`src/rtl/riscv_mc_control_pkg.sv`:
```
// Shared definitions for the multi-cycle RV32I control path: opcodes, FSM states
// and the datapath mux-select encodings driven by riscv_mc_control.
package riscv_mc_control_pkg;

   localparam logic [6:0] OP_R     = 7'b0110011;
   localparam logic [6:0] OP_I     = 7'b0010011;
   localparam logic [6:0] OP_LOAD  = 7'b0000011;
   localparam logic [6:0] OP_S     = 7'b0100011;
   localparam logic [6:0] OP_B     = 7'b1100011;
   localparam logic [6:0] OP_JAL   = 7'b1101111;
   localparam logic [6:0] OP_JALR  = 7'b1100111;
   localparam logic [6:0] OP_LUI   = 7'b0110111;
   localparam logic [6:0] OP_AUIPC = 7'b0010111;

   typedef enum logic [3:0] {
      ST_FETCH,
      ST_DECODE,
      ST_EXEC_R,
      ST_EXEC_I,
      ST_ALU_WB,
      ST_MEM_ADDR,
      ST_MEM_RD,
      ST_MEM_WB,
      ST_MEM_WR,
      ST_BRANCH,
      ST_JAL,
      ST_JALR,
      ST_LUI,
      ST_HALT,
      ST_ERR
   } state_e;

   localparam logic [1:0] PC_SRC_ALU    = 2'd0;
   localparam logic [1:0] PC_SRC_ALUOUT = 2'd1;
   localparam logic [1:0] PC_SRC_JALR   = 2'd2;

   localparam logic [1:0] SRC_A_PC    = 2'd0;
   localparam logic [1:0] SRC_A_OLDPC = 2'd1;
   localparam logic [1:0] SRC_A_RS1   = 2'd2;

   localparam logic [1:0] SRC_B_RS2  = 2'd0;
   localparam logic [1:0] SRC_B_FOUR = 2'd1;
   localparam logic [1:0] SRC_B_IMM  = 2'd2;

   localparam logic [1:0] ALU_OP_ADD   = 2'd0;
   localparam logic [1:0] ALU_OP_SUB   = 2'd1;
   localparam logic [1:0] ALU_OP_FUNCT = 2'd2;

   localparam logic [1:0] WB_ALUOUT = 2'd0;
   localparam logic [1:0] WB_MDR    = 2'd1;
   localparam logic [1:0] WB_PC     = 2'd2;
   localparam logic [1:0] WB_IMM    = 2'd3;

   // States that own the unified memory port and are watched by the timeout counter.
   function automatic logic is_mem_state(input state_e s);
      return (s == ST_FETCH) || (s == ST_MEM_RD) || (s == ST_MEM_WR);
   endfunction

endpackage

```
`src/rtl/riscv_mc_control.sv`:
```
// Multi-cycle main control FSM for the RV32I core: sequences fetch/decode/execute/
// mem/writeback, owns the memory handshake, the wait watchdog and the halt/error states.
module riscv_mc_control
   import riscv_mc_control_pkg::*;
#(
   parameter int unsigned MEM_WAIT_MAX = 15
) (
   input  logic       clk,
   input  logic       rst,
   input  logic [6:0] opcode,
   input  logic       br_taken,
   input  logic       mem_ready,
   input  logic       halt_req,
   output logic       mem_req,
   output logic       mem_we,
   output logic       iord,
   output logic       ir_write,
   output logic       pc_write,
   output logic [1:0] pc_src,
   output logic [1:0] alu_src_a,
   output logic [1:0] alu_src_b,
   output logic [1:0] alu_op,
   output logic       reg_write,
   output logic [1:0] wb_sel,
   output logic       halted,
   output logic       error
);

   localparam logic [7:0] WAIT_LIMIT = 8'(MEM_WAIT_MAX);

   state_e     state_q, state_d;
   logic [7:0] wait_cnt_q, wait_cnt_d;
   logic       halt_take;
   logic       mem_busy;
   logic       timeout;

   // A halt is only honoured before the fetch access has started waiting, so an
   // issued mem_req is never withdrawn before mem_ready.
   assign halt_take = (state_q == ST_FETCH) && halt_req && (wait_cnt_q == 8'd0);
   assign mem_busy  = is_mem_state(state_q) && !halt_take;
   assign timeout   = mem_busy && !mem_ready && (wait_cnt_q == WAIT_LIMIT);

   // NOTE: every signal written in an always_comb gets a default first; a path that
   // leaves one unassigned would infer a latch.
   always_comb begin
      state_d = state_q;
      case (state_q)
         ST_FETCH: begin
            if (halt_take)      state_d = ST_HALT;
            else if (mem_ready) state_d = ST_DECODE;
         end
         ST_DECODE: begin
            case (opcode)
               OP_R:           state_d = ST_EXEC_R;
               OP_I:           state_d = ST_EXEC_I;
               OP_LOAD, OP_S:  state_d = ST_MEM_ADDR;
               OP_B:           state_d = ST_BRANCH;
               OP_JAL:         state_d = ST_JAL;
               OP_JALR:        state_d = ST_JALR;
               OP_LUI:         state_d = ST_LUI;
               OP_AUIPC:       state_d = ST_ALU_WB;
               default:        state_d = ST_ERR;
            endcase
         end
         ST_EXEC_R, ST_EXEC_I: state_d = ST_ALU_WB;
         ST_MEM_ADDR:          state_d = (opcode == OP_S) ? ST_MEM_WR : ST_MEM_RD;
         ST_MEM_RD:            if (mem_ready) state_d = ST_MEM_WB;
         ST_MEM_WR:            if (mem_ready) state_d = ST_FETCH;
         ST_HALT:              if (!halt_req) state_d = ST_FETCH;
         ST_ERR:               state_d = ST_ERR;
         default:              state_d = ST_FETCH;
      endcase
      if (timeout) state_d = ST_ERR;

      // Counts consecutive unanswered cycles of one access; any state change clears it.
      if (mem_busy && !mem_ready && (state_d == state_q)) wait_cnt_d = wait_cnt_q + 8'd1;
      else                                                 wait_cnt_d = 8'd0;
   end

   always_comb begin
      mem_req   = 1'b0;
      mem_we    = 1'b0;
      iord      = 1'b0;
      ir_write  = 1'b0;
      pc_write  = 1'b0;
      pc_src    = PC_SRC_ALU;
      alu_src_a = SRC_A_PC;
      alu_src_b = SRC_B_RS2;
      alu_op    = ALU_OP_ADD;
      reg_write = 1'b0;
      wb_sel    = WB_ALUOUT;
      halted    = 1'b0;
      error     = 1'b0;
      if (!rst) begin
         case (state_q)
            ST_FETCH: begin
               if (!halt_take) begin
                  mem_req   = 1'b1;
                  alu_src_b = SRC_B_FOUR;
                  if (mem_ready) begin
                     ir_write = 1'b1;
                     pc_write = 1'b1;
                  end
               end
            end
            ST_DECODE: begin
               alu_src_a = SRC_A_OLDPC;
               alu_src_b = SRC_B_IMM;
            end
            ST_EXEC_R: begin
               alu_src_a = SRC_A_RS1;
               alu_op    = ALU_OP_FUNCT;
            end
            ST_EXEC_I: begin
               alu_src_a = SRC_A_RS1;
               alu_src_b = SRC_B_IMM;
               alu_op    = ALU_OP_FUNCT;
            end
            ST_ALU_WB: reg_write = 1'b1;
            ST_MEM_ADDR: begin
               alu_src_a = SRC_A_RS1;
               alu_src_b = SRC_B_IMM;
            end
            ST_MEM_RD: begin
               mem_req = 1'b1;
               iord    = 1'b1;
            end
            ST_MEM_WB: begin
               reg_write = 1'b1;
               wb_sel    = WB_MDR;
            end
            ST_MEM_WR: begin
               mem_req = 1'b1;
               mem_we  = 1'b1;
               iord    = 1'b1;
            end
            ST_BRANCH: begin
               alu_src_a = SRC_A_RS1;
               alu_op    = ALU_OP_SUB;
               pc_write  = br_taken;
               pc_src    = PC_SRC_ALUOUT;
            end
            ST_JAL: begin
               pc_write  = 1'b1;
               pc_src    = PC_SRC_ALUOUT;
               reg_write = 1'b1;
               wb_sel    = WB_PC;
            end
            ST_JALR: begin
               alu_src_a = SRC_A_RS1;
               alu_src_b = SRC_B_IMM;
               pc_write  = 1'b1;
               pc_src    = PC_SRC_JALR;
               reg_write = 1'b1;
               wb_sel    = WB_PC;
            end
            ST_LUI: begin
               reg_write = 1'b1;
               wb_sel    = WB_IMM;
            end
            ST_HALT: halted = 1'b1;
            ST_ERR:  error  = 1'b1;
            default: ;
         endcase
      end
   end

   // NOTE: state flops use non-blocking assignments so every flop samples the
   // pre-edge values regardless of statement order.
   always_ff @(posedge clk or posedge rst) begin
      if (rst) begin
         state_q    <= ST_FETCH;
         wait_cnt_q <= 8'd0;
      end else begin
         state_q    <= state_d;
         wait_cnt_q <= wait_cnt_d;
      end
   end

endmodule
```
`config.mk`:
```
export PLATFORM = sky130hd
export DESIGN_NAME = riscv_mc_control
export DESIGN_NICKNAME = d
export VERILOG_FILES = /design/src/rtl/riscv_mc_control_pkg.sv /design/src/rtl/riscv_mc_control.sv
export SDC_FILE = /design/constraint.sdc
export NUM_CORES = 1
export LEC_CHECK = 0
export ABC_CLOCK_PERIOD_IN_PS = 1800
export BUFFER_PORTS_ARGS = -buffer_cell sky130_fd_sc_hd__buf_2
export CAP_MARGIN = 10
export CORE_MARGIN = 1
export CORE_UTILIZATION = 40
export CTS_CLUSTER_SIZE = 16
export DETAILED_ROUTE_END_ITERATION = 12
export PLACE_DENSITY = 0.72
export SKIP_CTS_REPAIR_TIMING = 1
export SYNTH_ARGS = -nofsm -noshare
export SYNTH_HDL_FRONTEND = slang
export SYNTH_SLANG_ARGS = --single-unit
```
`constraint.sdc`:
```
create_clock -name clk -period 1.8 [get_ports clk]
set_input_delay 0.45 -clock clk [delete_from_list [all_inputs] [get_ports clk]]
set_output_delay 0.45 -clock clk [all_outputs]
set_load 0.01 [all_outputs]
```
After elaboration in Yosys (flattened, before gate mapping)
Index checks and enable logic that the tools add are counted.
Word-level totals
  bits of input ports: 12
  word-level logic and storage cells: 88
  register bits: 12
  output and inout port bits: 18
Operators by class
  equal/unequal tests: 25
  $add $sub $neg: 1
  reduce and logical (&&, ||, !) cells: 20
  mux-type cells: 40
Operator list (number)
  $pmux 4 s8: 2
  $eq 4x4->1 const B: 7
  $mux 4: 7
  $eq 7x6->1 const B: 3
  $eq 7x7->1 const B: 3
  $mux 1: 18
  $eq 4x3->1 const B: 4
  $pmux 2 s2: 4
  $eq 7x5->1 const B: 2
  $mux 2: 5
  $reduce_or 2->1: 5
  $reduce_or 5->1: 2
  $add 8x1->8 const B: 1
  $eq 4x2->1 const B: 2
  $eq 8x4->1 const B: 1
  $logic_not 8->1: 1
  $mux 8: 1
  $eq 7x2->1 const B: 1
  $logic_and 1x1->1: 6
  $pmux 2 s3: 1
  $eq 4x1->1 const B: 1
  $eq 4x4->1: 1
  $logic_not 4->1: 1
  $reduce_or 4->1: 1
  other kinds (4): 6

Logic depth before layout (Yosys ltp)
Gate-level depths: netlist (run 1).
  depth in word-level cells: 11
  mapped depth: 8
  gate-level depth less buffers: 8

Least setup slack after synthesis (run 1)
OpenSTA, ideal clock, no wires.
  kind: flip-flop to output port
  start: register wait_cnt_q[0]
  end: output port pc_write
  cell stages (with the launch flop): 9
  data required time: 1.350 ns
  arrival: 1.630 ns
  setup slack: -0.280 ns
  path buffers: 0
  cells stage by stage: dfrtp_1 inv_1 ha_1 nor4bb_1 nand2_1 nand2_1 nor2_1 and2_1 o21bai_1
Between the ends
  word-level cells in the longest chain between the ends: 5
RTL lines
  from (decl): line riscv_mc_control.sv:32  | logic [7:0] wait_cnt_q, wait_cnt_d;
  from (signal assigned): line riscv_mc_control.sv:176  | wait_cnt_q <= wait_cnt_d;
  $logic_not 8->1: line riscv_mc_control.sv:39  | assign halt_take = (state_q == ST_FETCH) && halt_req && (wait_cnt_q == 8'd0);
  $logic_and 1x1->1: line riscv_mc_control.sv:39
  $mux 1: line riscv_mc_control.sv:97  | if (!halt_take) begin
  $pmux 1 s3: line riscv_mc_control.sv:95  | case (state_q)
  $mux 1: line riscv_mc_control.sv:94  | if (!rst) begin
  to (decl): line riscv_mc_control.sv:18  | output logic pc_write,
No other way between the ends.

Worst setup path in the final report (run 1)
  start: register wait_cnt_q[1]
  end: output port pc_write
The elaborated chain is that of the path after synthesis.

==> results of run 1 <==
## worst paths after layout
check | from | endpoint | cells after the start
max | wait_cnt_q[1] | pc_write | 9
min reg2reg | wait_cnt_q[7] | wait_cnt_q[7] | 2
max in group asynchronous | rst | state_q[1] | 3
min in group clk | mem_ready | wait_cnt_q[7] | 3
min | rst | state_q[0] | 3
max reg2reg | wait_cnt_q[1] | wait_cnt_q[4] | 8
## synthesized netlist by cell type (all sizes together), types with 3 or more instances
cell     n  share of area
a21oi    6          0.028
a31oi    5          0.029
and2     4          0.023
and3     4          0.023
buf      4          0.018
clkbuf   3          0.010
dfrtp   12           0.28
inv      6          0.021
nand2   16          0.055
nand2b   5          0.029
nand3    4          0.018
nor2     9          0.031
nor2b   10          0.057
nor3    10          0.046
nor3b    3          0.021
o211a    3          0.028
o21ai    7          0.032
xnor2    3          0.024
xor2     4          0.032
## registers in the layout (all words and copies together), names as in the netlist
register	cells
state_q	4
wait_cnt_q	8
## stage by stage
stage	setup TNS, ns	instances	hold slack, ns
3_3_place_gp	-1.43	242	0.581
2_1_floorplan	-0.606	143	0.468
3_5_place_dp	-1.88	242	0.604
6_report	-4.76	258	0.404
5_1_grt	-6.29	258	0.423
4_1_cts	-5.39	246	0.308
## final cells by class
| class | instances | share of cell area |
|---|---|---|
| clock buffer | 4 | 0.0186 |
| sequential | 12 | 0.156 |
| inverter | 6 | 0.0135 |
| timing repair buffer | 88 | 0.331 |
| multi-input combinational | 118 | 0.462 |
| tap | 30 | 0.0192 |
## worst reg2reg max path, stage by stage (launching register included)
cell	delay (ns)
dfrtp_1	0.40
inv_1	0.07
ha_2	0.16
nor4bb_4	0.26
nand2b_1	0.16
a21o_1	0.16
a31oi_1	0.09
or3_4	0.41
nor3_1	0.19
## where the power goes
group	switching (mW)	leakage, nW	internal (mW)
Sequential	0.0853	0.158	0.323
Combinational	0.859	0.792	0.916
Clock	0.101	0.0210	0.123
## logic make-up after synthesis
| kind of cell | after synthesis |
|---|---|
| adders and majority gates | 2 |
| AOI/OAI and AO/OA | 34 |
| DFF | 12 |
| xor gates and xnor gates | 7 |
| buffers and inverters | 13 |
| and+or+nand+nor | 75 |
## metal layers
layer / vias up / part of all wire
li1: 684 / -
met1: 707 / 0.40
met2: 71 / 0.52
met3: 10 / 0.067
met4: 0 / 0.015
met5: - / 0
==> impl_results.md, run 1 <==
* Die Height at 54.2 um
* Hold crit path type: primary input to asynchronous set/reset pin
* Fin nets at 243
* Crit path max fanout at 3
* Arrival @ worst endpoint at 1.90 ns
* Row count at 18
* First-pass GRT wire length at 5.01 mm
* Final setup fails at 22
* Final Hold Viols at 0
* RSZ-0062 raised after global routing: true
* Worst-path cell chain: inv_1 > ha_2 > nor4bb_4 > nand2_1 > nand2_2 > nor2_2 > and2_4 > o21bai_4 > buf_6
* DRT Pass-1 Iters at 4
* Die Area at 2940 um2
* Fraction of registers with async set/reset at 1.00
* Static leakage at 0.970 nW
* Worst vdd ir at 0.00112 V
* Share of the yosys chip area belonging to registers at 0.276
* Endpoint class of the critical path: output pin
* Slew headroom at 0.747
* Initial antenna violation count at 0
* Worst Path Required at 1.35 ns
* Area taken by multi-input logic gates at 902 um2
* Outcome: complete, but fails checks
* Post-synth EDFFs at 0
* Synthesized-area fraction occupied by adder cells at 0.0230
* Die width at 54.2 um
* Met2 Usage GRT at 0.447
* # fillers at 160
* Max Buffers Root-to-Sink at 2
* Slowest-stage cell, CP: dfrtp_1
* Port-buffer cells at 29
* Clock transition at path regs at 0.08 ns
* TritonCTS sink count at 12
* Skew final at 0.00304 ns
* Avg Cell Area, Syn at 7.62 um2
* Final estimated routing congestion in global placement at 0.861
* Fin util at 0.774
* Yosys reg bits at 12
* Slew Viols, Final at 0
* Clk Tree Root Cell: clkbuf_4
* Worst slew pin tran at 0.370 ns
* Synth Area in XOR/XNOR at 0.0563
* Dpl cell area at 1630 um2
* GR Util met3 at 0.0508
* Crit-path max cell delay at 0.40 ns
* Most frequent cells in the layout: buf_4, buf_2, nand2_1
* Largest family of logic cells by synthesized area: simple AND/OR/NAND/NOR gates
* Critical path class: register to output pin
* Layout Area Growth over Synthesis at 79.2%
* Fmax at 426 MHz
* Final design area excluding fillers at 1950 um2
* Worst Path Buf+Inv at 2
* Setup ws final at -0.549 ns
* Initial core utilization at 0.432
* Top delay family on crit path: simple AND/OR/NAND/NOR gates
* Crit path time final at 2.35 ns
* Main synth FF type: dfrtp_1
* Largest net degree at the start of global routing at 13
* Gate Count Post-Synth at 143
* Core box area at 2520 um2
* Period utilisation layout at 1.30
* Max_cap viols at 0
* Initial DRC count at 50
* Gr busiest metal: met2
* WL final at 4.26 mm
* DP Wirelength at 2.68 mm
* Detail Route Antenna Nets at 0
* Compound-Gate Fraction of Synth Area at 0.214
* Storage cell area at 305 um2
* Overall power at 2.41 mW
* Post-DR vias/cell at 5.71
* Remaining Overflow, GRT at 0
* Leading cell type in the layout, fill and taps excluded: buf_4
* Startpoint types: register
* N_diodes at 0
* Number of synthesis warnings at 0
* Htree depth at 1
* Total CTS buffers at 3
* Reg2Reg Setup Slack at -0.18 ns
* Mapped cell area at 1090 um2
* M1 GR Usage at 0.247
* PD cells at 1230 nW/um2
* Share of cells above drive strength 1 at 0.570
* Vias at 1,472
* Worst slack at placement at -0.373 ns
* WL per Instance at 16.5 um
* Syn Nets at 157
* Mux contribution to synthesized area at 0
* Failing checks: setup timing
* Vias in the first global route at 1,285
* Ports at 30
* Total GRT Usage at 0.237
* Worst-Skew Late Latency at 0.28 ns
* TritonCTS clock tree: built
* DRC at 0
* Distinct cells, synth at 41
* Simple-gate area share of the yosys netlist at 0.382
(Power assumes the default switching activity.)
==> inputs of run 2 (changes only) <==
==> constraint.sdc (replaced) <==
create_clock -name clk -period 1.8 [get_ports clk]
set_input_delay 0.09 -clock clk [delete_from_list [all_inputs] [get_ports clk]]
set_output_delay 0.09 -clock clk [all_outputs]
set_load 0.01 [all_outputs]
==> impl_results.md, run 2 (synthesis gave the netlist of run 1 again) <==
* Top delay family on crit path: simple AND/OR/NAND/NOR gates (unchanged)
* Vias at 1,349 (was 1,472)
* Setup ws final at -0.159 ns (was -0.549 ns)
* Worst setup path end: wait_cnt_q[0] (was pc_write)
* Final setup TNS at -0.832 ns (was -4.76 ns)
* Worst-Skew Late Latency at 0.28 ns (about the same)
* WL final at 3.41 mm (was 4.26 mm)
* M1 WL at 1.49 mm (was 1.69 mm)
* PD cells at 1150 nW/um2 (was 1230 nW/um2)
* Initial antenna violation count at 0 (unchanged)
* Row count at 18 (unchanged)
* Overall power at 1.91 mW (was 2.41 mW)
* Htree depth at 1 (unchanged)
* Final setup fails at 7 (was 22)
* Top sig layer: met4 (unchanged)
* Max_cap viols at 0 (unchanged)
* Fmax at 511 MHz (was 426 MHz)
* Final design area excluding fillers at 1650 um2 (was 1950 um2)
* Critical Path Start: state_q[1] (was wait_cnt_q[1])
* Period utilisation layout at 1.09 (was 1.30)
* Failing checks: setup timing (unchanged)
* Endpoint class of the critical path: register (was output pin)
* Slew headroom at 0.750 (was 0.747)
* Initial core utilization at 0.432 (unchanged)
* TritonCTS clock tree: built (unchanged)
* Switching power of the nets at 862 uW (was 1.05 mW)
* Worst-path cell chain: nor4_2 > buf_4 > nand2_2 > and2_1 > or3_4 > nor3_2 (was inv_1 > ha_2 > nor4bb_4 > nand2_1 > nand2_2 > nor2_2 > and2_4 > o21bai_4 > buf_6)
* Max reg flops at 8 (unchanged)
* Final estimated routing congestion in global placement at 0.867 (was 0.861)
* Total GRT Usage at 0.232 (was 0.237)
* Ports at 30 (unchanged)
* Worst vdd ir at 0.000685 V (was 0.00112 V)
* Critical Path Stages at 6 (was 9)
* Detail Route Antenna Nets at 0 (unchanged)
* Worst Path Buf+Inv at 1 (was 2)
* Max Buffers Root-to-Sink at 2 (unchanged)
* Die Area at 2940 um2 (unchanged)
* Layout Area Growth over Synthesis at 51.4% (was 79.2%)
* Remaining Overflow, GRT at 0 (unchanged)
* WL met2 at 1.72 mm (was 2.22 mm)
* Reg2Reg Setup Slack at -0.16 ns (was -0.18 ns)
* Largest registers: wait_cnt_q (8), state_q (4) (unchanged)
* Sequential power share at 0.211 (was 0.169)
* N_diodes at 0 (unchanged)
* Outcome: complete, but fails checks (unchanged)
* Comb pwr share at 0.701 (was 0.737)
* Reg-to-reg startpoint: state_q[1] (was wait_cnt_q[1])
* DP Wirelength at 2.46 mm (was 2.68 mm)
* Total CTS buffers at 3 (unchanged)
* Initial DRC count at 38 (was 50)
* Crit path time final at 1.96 ns (was 2.35 ns)
* DRC at 0 (unchanged)
* Clk pwr share at 0.088 (was 0.093)
* TritonCTS sink count at 12 (unchanged)
* RSZ-0062 raised after global routing: true (unchanged)
* Arrival @ worst endpoint at 2.15 ns (was 1.90 ns)
* Slew Viols, Final at 0 (unchanged)
* Final Hold Viols at 0 (unchanged)
* Clock transition at path regs at 0.08 ns (about the same)
* Vias in the first global route at 1,213 (was 1,285)
* Most flops, register: wait_cnt_q (unchanged)
* Die Height at 54.2 um (unchanged)
* Cells on worst reg2reg path at 6 (was 8)
* Skew final at 0.00810 ns (was 0.00304 ns)
* Slowest-stage cell, CP: dfrtp_1 (unchanged)
* Hold crit path type: primary input to asynchronous set/reset pin (unchanged)
* Clk Tree Root Cell: clkbuf_4 (unchanged)
* Critical path class: register to register (was register to output pin)
* Static leakage at 0.836 nW (was 0.970 nW)
* Core box area at 2520 um2 (unchanged)
* Dpl cell area at 1500 um2 (was 1630 um2)
* Most frequent cells in the layout: buf_4, buf_2, nand2_1 (unchanged)
* Startpoint types: register (unchanged)
* Post-DR vias/cell at 5.72 (was 5.71)
* Worst Path Required at 1.99 ns (was 1.35 ns)
* Met3 Wirelength at 126 um (was 284 um)
* Sw Share at 0.452 (was 0.434)
* Port-buffer cells at 29 (unchanged)
* First-pass GRT wire length at 4.93 mm (was 5.01 mm)
* Worst r2r dst: wait_cnt_q[0] (was wait_cnt_q[4])
* DRT Pass-1 Iters at 4 (unchanged)
* Worst slew pin tran at 0.373 ns (was 0.370 ns)
* Crit-path max cell delay at 0.46 ns (was 0.40 ns)
* WL per Instance at 14.4 um (was 16.5 um)
* Die width at 54.2 um (unchanged)
* Crit path max fanout at 6 (was 3)
* Internal at 1.04 mW (was 1.36 mW)
* Leading cell type in the layout, fill and taps excluded: buf_4 (unchanged)
* Share of cells above drive strength 1 at 0.456 (was 0.570)
* Largest net degree at the start of global routing at 11 (was 13)
* Fin nets at 222 (was 243)
run 2: cell count changes in the layout (fill, tap and decap cells not counted), sizes merged:
cell | previous run | this run
dlygate4sd3 | 0 | 1
clkinvlp | 1 | 0
clkbuf | 4 | 3
buf | 88 | 66
inv | 5 | 6
run 2: per-stage QoR:
stage | worst slack, ns | cells | hold WS (ns) | util
final | -0.159 | 236 | 0.0400 | 0.654
after global routing | -0.255 | 236 | 0.0619 | 0.654
after CTS | -0.178 | 230 | -0.131 | 0.602
after detailed placement | -0.0914 | 227 | 0.165 | 0.593
after global placement | -0.0161 | 227 | 0.153 | 0.593
after floorplan | 0.000355 | 143 | 0.184 | -
run 2: power groups by stage:
stage          registers (mW)  logic [mW]  clock network, mW
2_1_floorplan           0.350       0.673                  0
3_3_place_gp            0.390        1.09                  0
3_5_place_dp            0.388        1.13                  0
4_1_cts                 0.384        1.13              0.166
5_1_grt                 0.405        1.45              0.184
6_report                0.402        1.34              0.167
run 2: area by class of cell:
cell class	instances	area, um2
fill	202	872
inverter	6	22.5
tap	30	37.5
multi-input combinational	118	826
clock buffer	3	22.5
sequential	12	303
timing repair buffer	67	439
run 2: tightest hold or removal path, cell delays in order:
cell,delay [ns]
buf_2,0.16
inv_1,0.20
buf_4,0.20
run 2: worst min-delay path by stage:
stage / cells past startpoint / slack, ns / to / start
floorplan: 2 / 0.18 / state_q[0] / rst
global placement: 2 / 0.15 / state_q[1] / rst
detailed placement: 2 / 0.17 / state_q[1] / rst
CTS: 2 / -0.13 / state_q[1] / rst
global route: 3 / 0.06 / state_q[0] / rst
finish: 3 / 0.04 / state_q[0] / rst
run 2: layer usage:
layer / track usage / vias to the layer above
met2: 0.407 / 53
met1: 0.262 / 652
met4: 0.0983 / 0
met3: 0.0565 / 8
li1: - / 636
met5: 0 / -
==> inputs of run 3 (changes only) <==
--- a/config.mk
+++ b/config.mk
@@ -9,10 +9,10 @@
 export BUFFER_PORTS_ARGS = -buffer_cell sky130_fd_sc_hd__buf_2
 export CAP_MARGIN = 10
 export CORE_MARGIN = 1
-export CORE_UTILIZATION = 40
+export CORE_UTILIZATION = 47
 export CTS_CLUSTER_SIZE = 16
 export DETAILED_ROUTE_END_ITERATION = 12
-export PLACE_DENSITY = 0.72
+export PLACE_DENSITY = 0.82
 export SKIP_CTS_REPAIR_TIMING = 1
 export SYNTH_ARGS = -nofsm -noshare
 export SYNTH_HDL_FRONTEND = slang
==> impl_results.md, run 3 (synthesis gave the netlist of run 1 again) <==
* Met3 Wirelength at 143 um (was 126 um)
* Layout Area Growth over Synthesis at 51.9% (was 51.4%)
* Crit path max fanout at 4 (was 6)
* Clock transition at path regs at 0.09 ns (was 0.08 ns)
* Fin nets at 221 (was 222)
* Skew final at 0.00545 ns (was 0.00810 ns)
* # fillers at 143 (was 202)
* Worst slew pin tran at 0.318 ns (was 0.373 ns)
* WL final at 3.46 mm (was 3.41 mm)
* Port-buffer cells at 29 (unchanged)
* Critical path class: register to output pin (was register to register)
* WL met2 at 1.79 mm (was 1.72 mm)
* Failing checks: setup timing (unchanged)
* Initial antenna violation count at 0 (unchanged)
* Placed Cells incl. Taps at 224 (was 227)
* Most flops, register: wait_cnt_q (unchanged)
* Remaining Overflow, GRT at 0 (unchanged)
* Max Buffers Root-to-Sink at 2 (unchanged)
* RSZ-0062 raised after global routing: true (unchanged)
* Row count at 17 (was 18)
* Final std cells w/o fill at 234 (was 236)
* Core box area at 2190 um2 (was 2520 um2)
* Vias in the first global route at 1,182 (was 1,213)
* Final Hold Viols at 0 (unchanged)
* Worst vdd ir at 0.000822 V (was 0.000685 V)
* Top sig layer: met4 (unchanged)
* Arrival @ worst endpoint at 1.85 ns (was 2.15 ns)
* Worst-Skew Late Latency at 0.29 ns (was 0.28 ns)
* DRC at 0 (unchanged)
* Final setup fails at 6 (was 7)
* Fin util at 0.756 (was 0.654)
* Startpoint types: register (unchanged)
* Reg2Reg Setup Slack at -0.12 ns (was -0.16 ns)
* Clk Tree Root Cell: clkbuf_4 (unchanged)
* Share of cells above drive strength 1 at 0.456 (unchanged)
* Period utilisation layout at 1.08 (was 1.09)
* First-pass GRT wire length at 5.18 mm (was 4.93 mm)
* Leading cell type in the layout, fill and taps excluded: buf_4 (unchanged)
* Largest registers: wait_cnt_q (8), state_q (4) (unchanged)
* DRT Pass-1 Iters at 4 (unchanged)
* Largest net degree at the start of global routing at 11 (unchanged)
* Endpoint class of the critical path: output pin (was register)
* N_diodes at 0 (unchanged)
* Max_cap viols at 0 (unchanged)
* Die Area at 2520 um2 (was 2940 um2)
* Max reg flops at 8 (unchanged)
* Most frequent cells in the layout: buf_4, buf_2, nand2_1 (unchanged)
* Fmax at 516 MHz (was 511 MHz)
* Htree depth at 1 (unchanged)
* Setup ws final at -0.137 ns (was -0.159 ns)
* Static leakage at 0.841 nW (was 0.836 nW)
* Total GRT Usage at 0.267 (was 0.232)
* Vias at 1,327 (was 1,349)
* Die Height at 50.2 um (was 54.2 um)
* TritonCTS clock tree: built (unchanged)
* Final estimated routing congestion in global placement at 0.871 (was 0.867)
* Initial core utilization at 0.497 (was 0.432)
* Slew headroom at 0.782 (was 0.750)
* PD cells at 1170 nW/um2 (was 1150 nW/um2)
* TritonCTS sink count at 12 (unchanged)
* Crit path time final at 1.94 ns (was 1.96 ns)
* Outcome: complete, but fails checks (unchanged)
* Ports at 30 (unchanged)
* Die width at 50.2 um (was 54.2 um)
* Post-DR vias/cell at 5.67 (was 5.72)
* Area taken by multi-input logic gates at 830 um2 (was 826 um2)
* Hold crit path type: primary input to asynchronous set/reset pin (unchanged)
* WL per Instance at 14.8 um (was 14.4 um)
* Worst Path Required at 1.71 ns (was 1.99 ns)
* Cells on worst reg2reg path at 8 (was 6)
* Detail Route Antenna Nets at 0 (unchanged)
* Initial DRC count at 32 (was 38)
* DP Wirelength at 2.42 mm (was 2.46 mm)
* Total CTS buffers at 3 (unchanged)
* Slew Viols, Final at 0 (unchanged)
* M1 WL at 1.47 mm (was 1.49 mm)
* Storage cell area at 300 um2 (was 303 um2)
-- run 3: cell types whose count changed in the layout (fill, tap and decap cells not counted), moves of 2 or more --
cell	before	now
dfrtp_2	2	0
nor2b_1	8	6
dfrtp_1	10	12
nor2b_2	2	4
-- run 3: final timing paths --
kind                                 end     startpoint
setup / recovery                pc_write  wait_cnt_q[0]
hold / removal                state_q[2]            rst
setup reg to reg           wait_cnt_q[1]  wait_cnt_q[0]
hold reg to reg            wait_cnt_q[6]  wait_cnt_q[6]
max in group asynchronous  wait_cnt_q[5]            rst
min in group clk           wait_cnt_q[2]      mem_ready
-- run 3: through the flow --
stage / hold WS (ns) / worst slack, ns / TNS, ns / cell area [um2] / total power, mW
finish: 0.0236 / -0.137 / -0.520 / 1660 / 1.94
global route: 0.0673 / -0.240 / -1.24 / 1660 / 2.07
CTS: -0.137 / -0.167 / -0.682 / 1520 / 1.71
detailed placement: 0.168 / -0.110 / -0.275 / 1490 / 1.49
global placement: 0.143 / 0.0124 / 0 / 1490 / 1.46
floorplan: 0.184 / 0.000355 / 0 / 1100 / 1.02
-- run 3: metal layers --
layer  global-route usage  up-vias
li1                     -      636
met1                0.342      630
met2                0.484       51
met3               0.0273       10
met4               0.0429        0
met5                    0        -
-- run 3: layout make-up --
type                    instances  share of cell area
well taps                      28              0.0212
multi-input cells             118               0.501
inverters                       6              0.0136
clock buffers                   4              0.0219
repair buffers                 66               0.261
flip-flops and latches         12               0.181
-- run 3: critical path: stages (launching register included) --
cell	delay, ns
dfrtp_1	0.43
inv_2	0.09
ha_4	0.12
nor4bb_4	0.23
nand2_1	0.13
nand2_2	0.10
nor2_2	0.04
and2_4	0.13
o21bai_1	0.14
buf_2	0.14
-- run 3: power breakdown --
group / switching (mW) / internal, mW / total [mW]
clock network: 0.107 / 0.123 / 0.230
logic: 0.676 / 0.652 / 1.33
registers: 0.0685 / 0.315 / 0.384
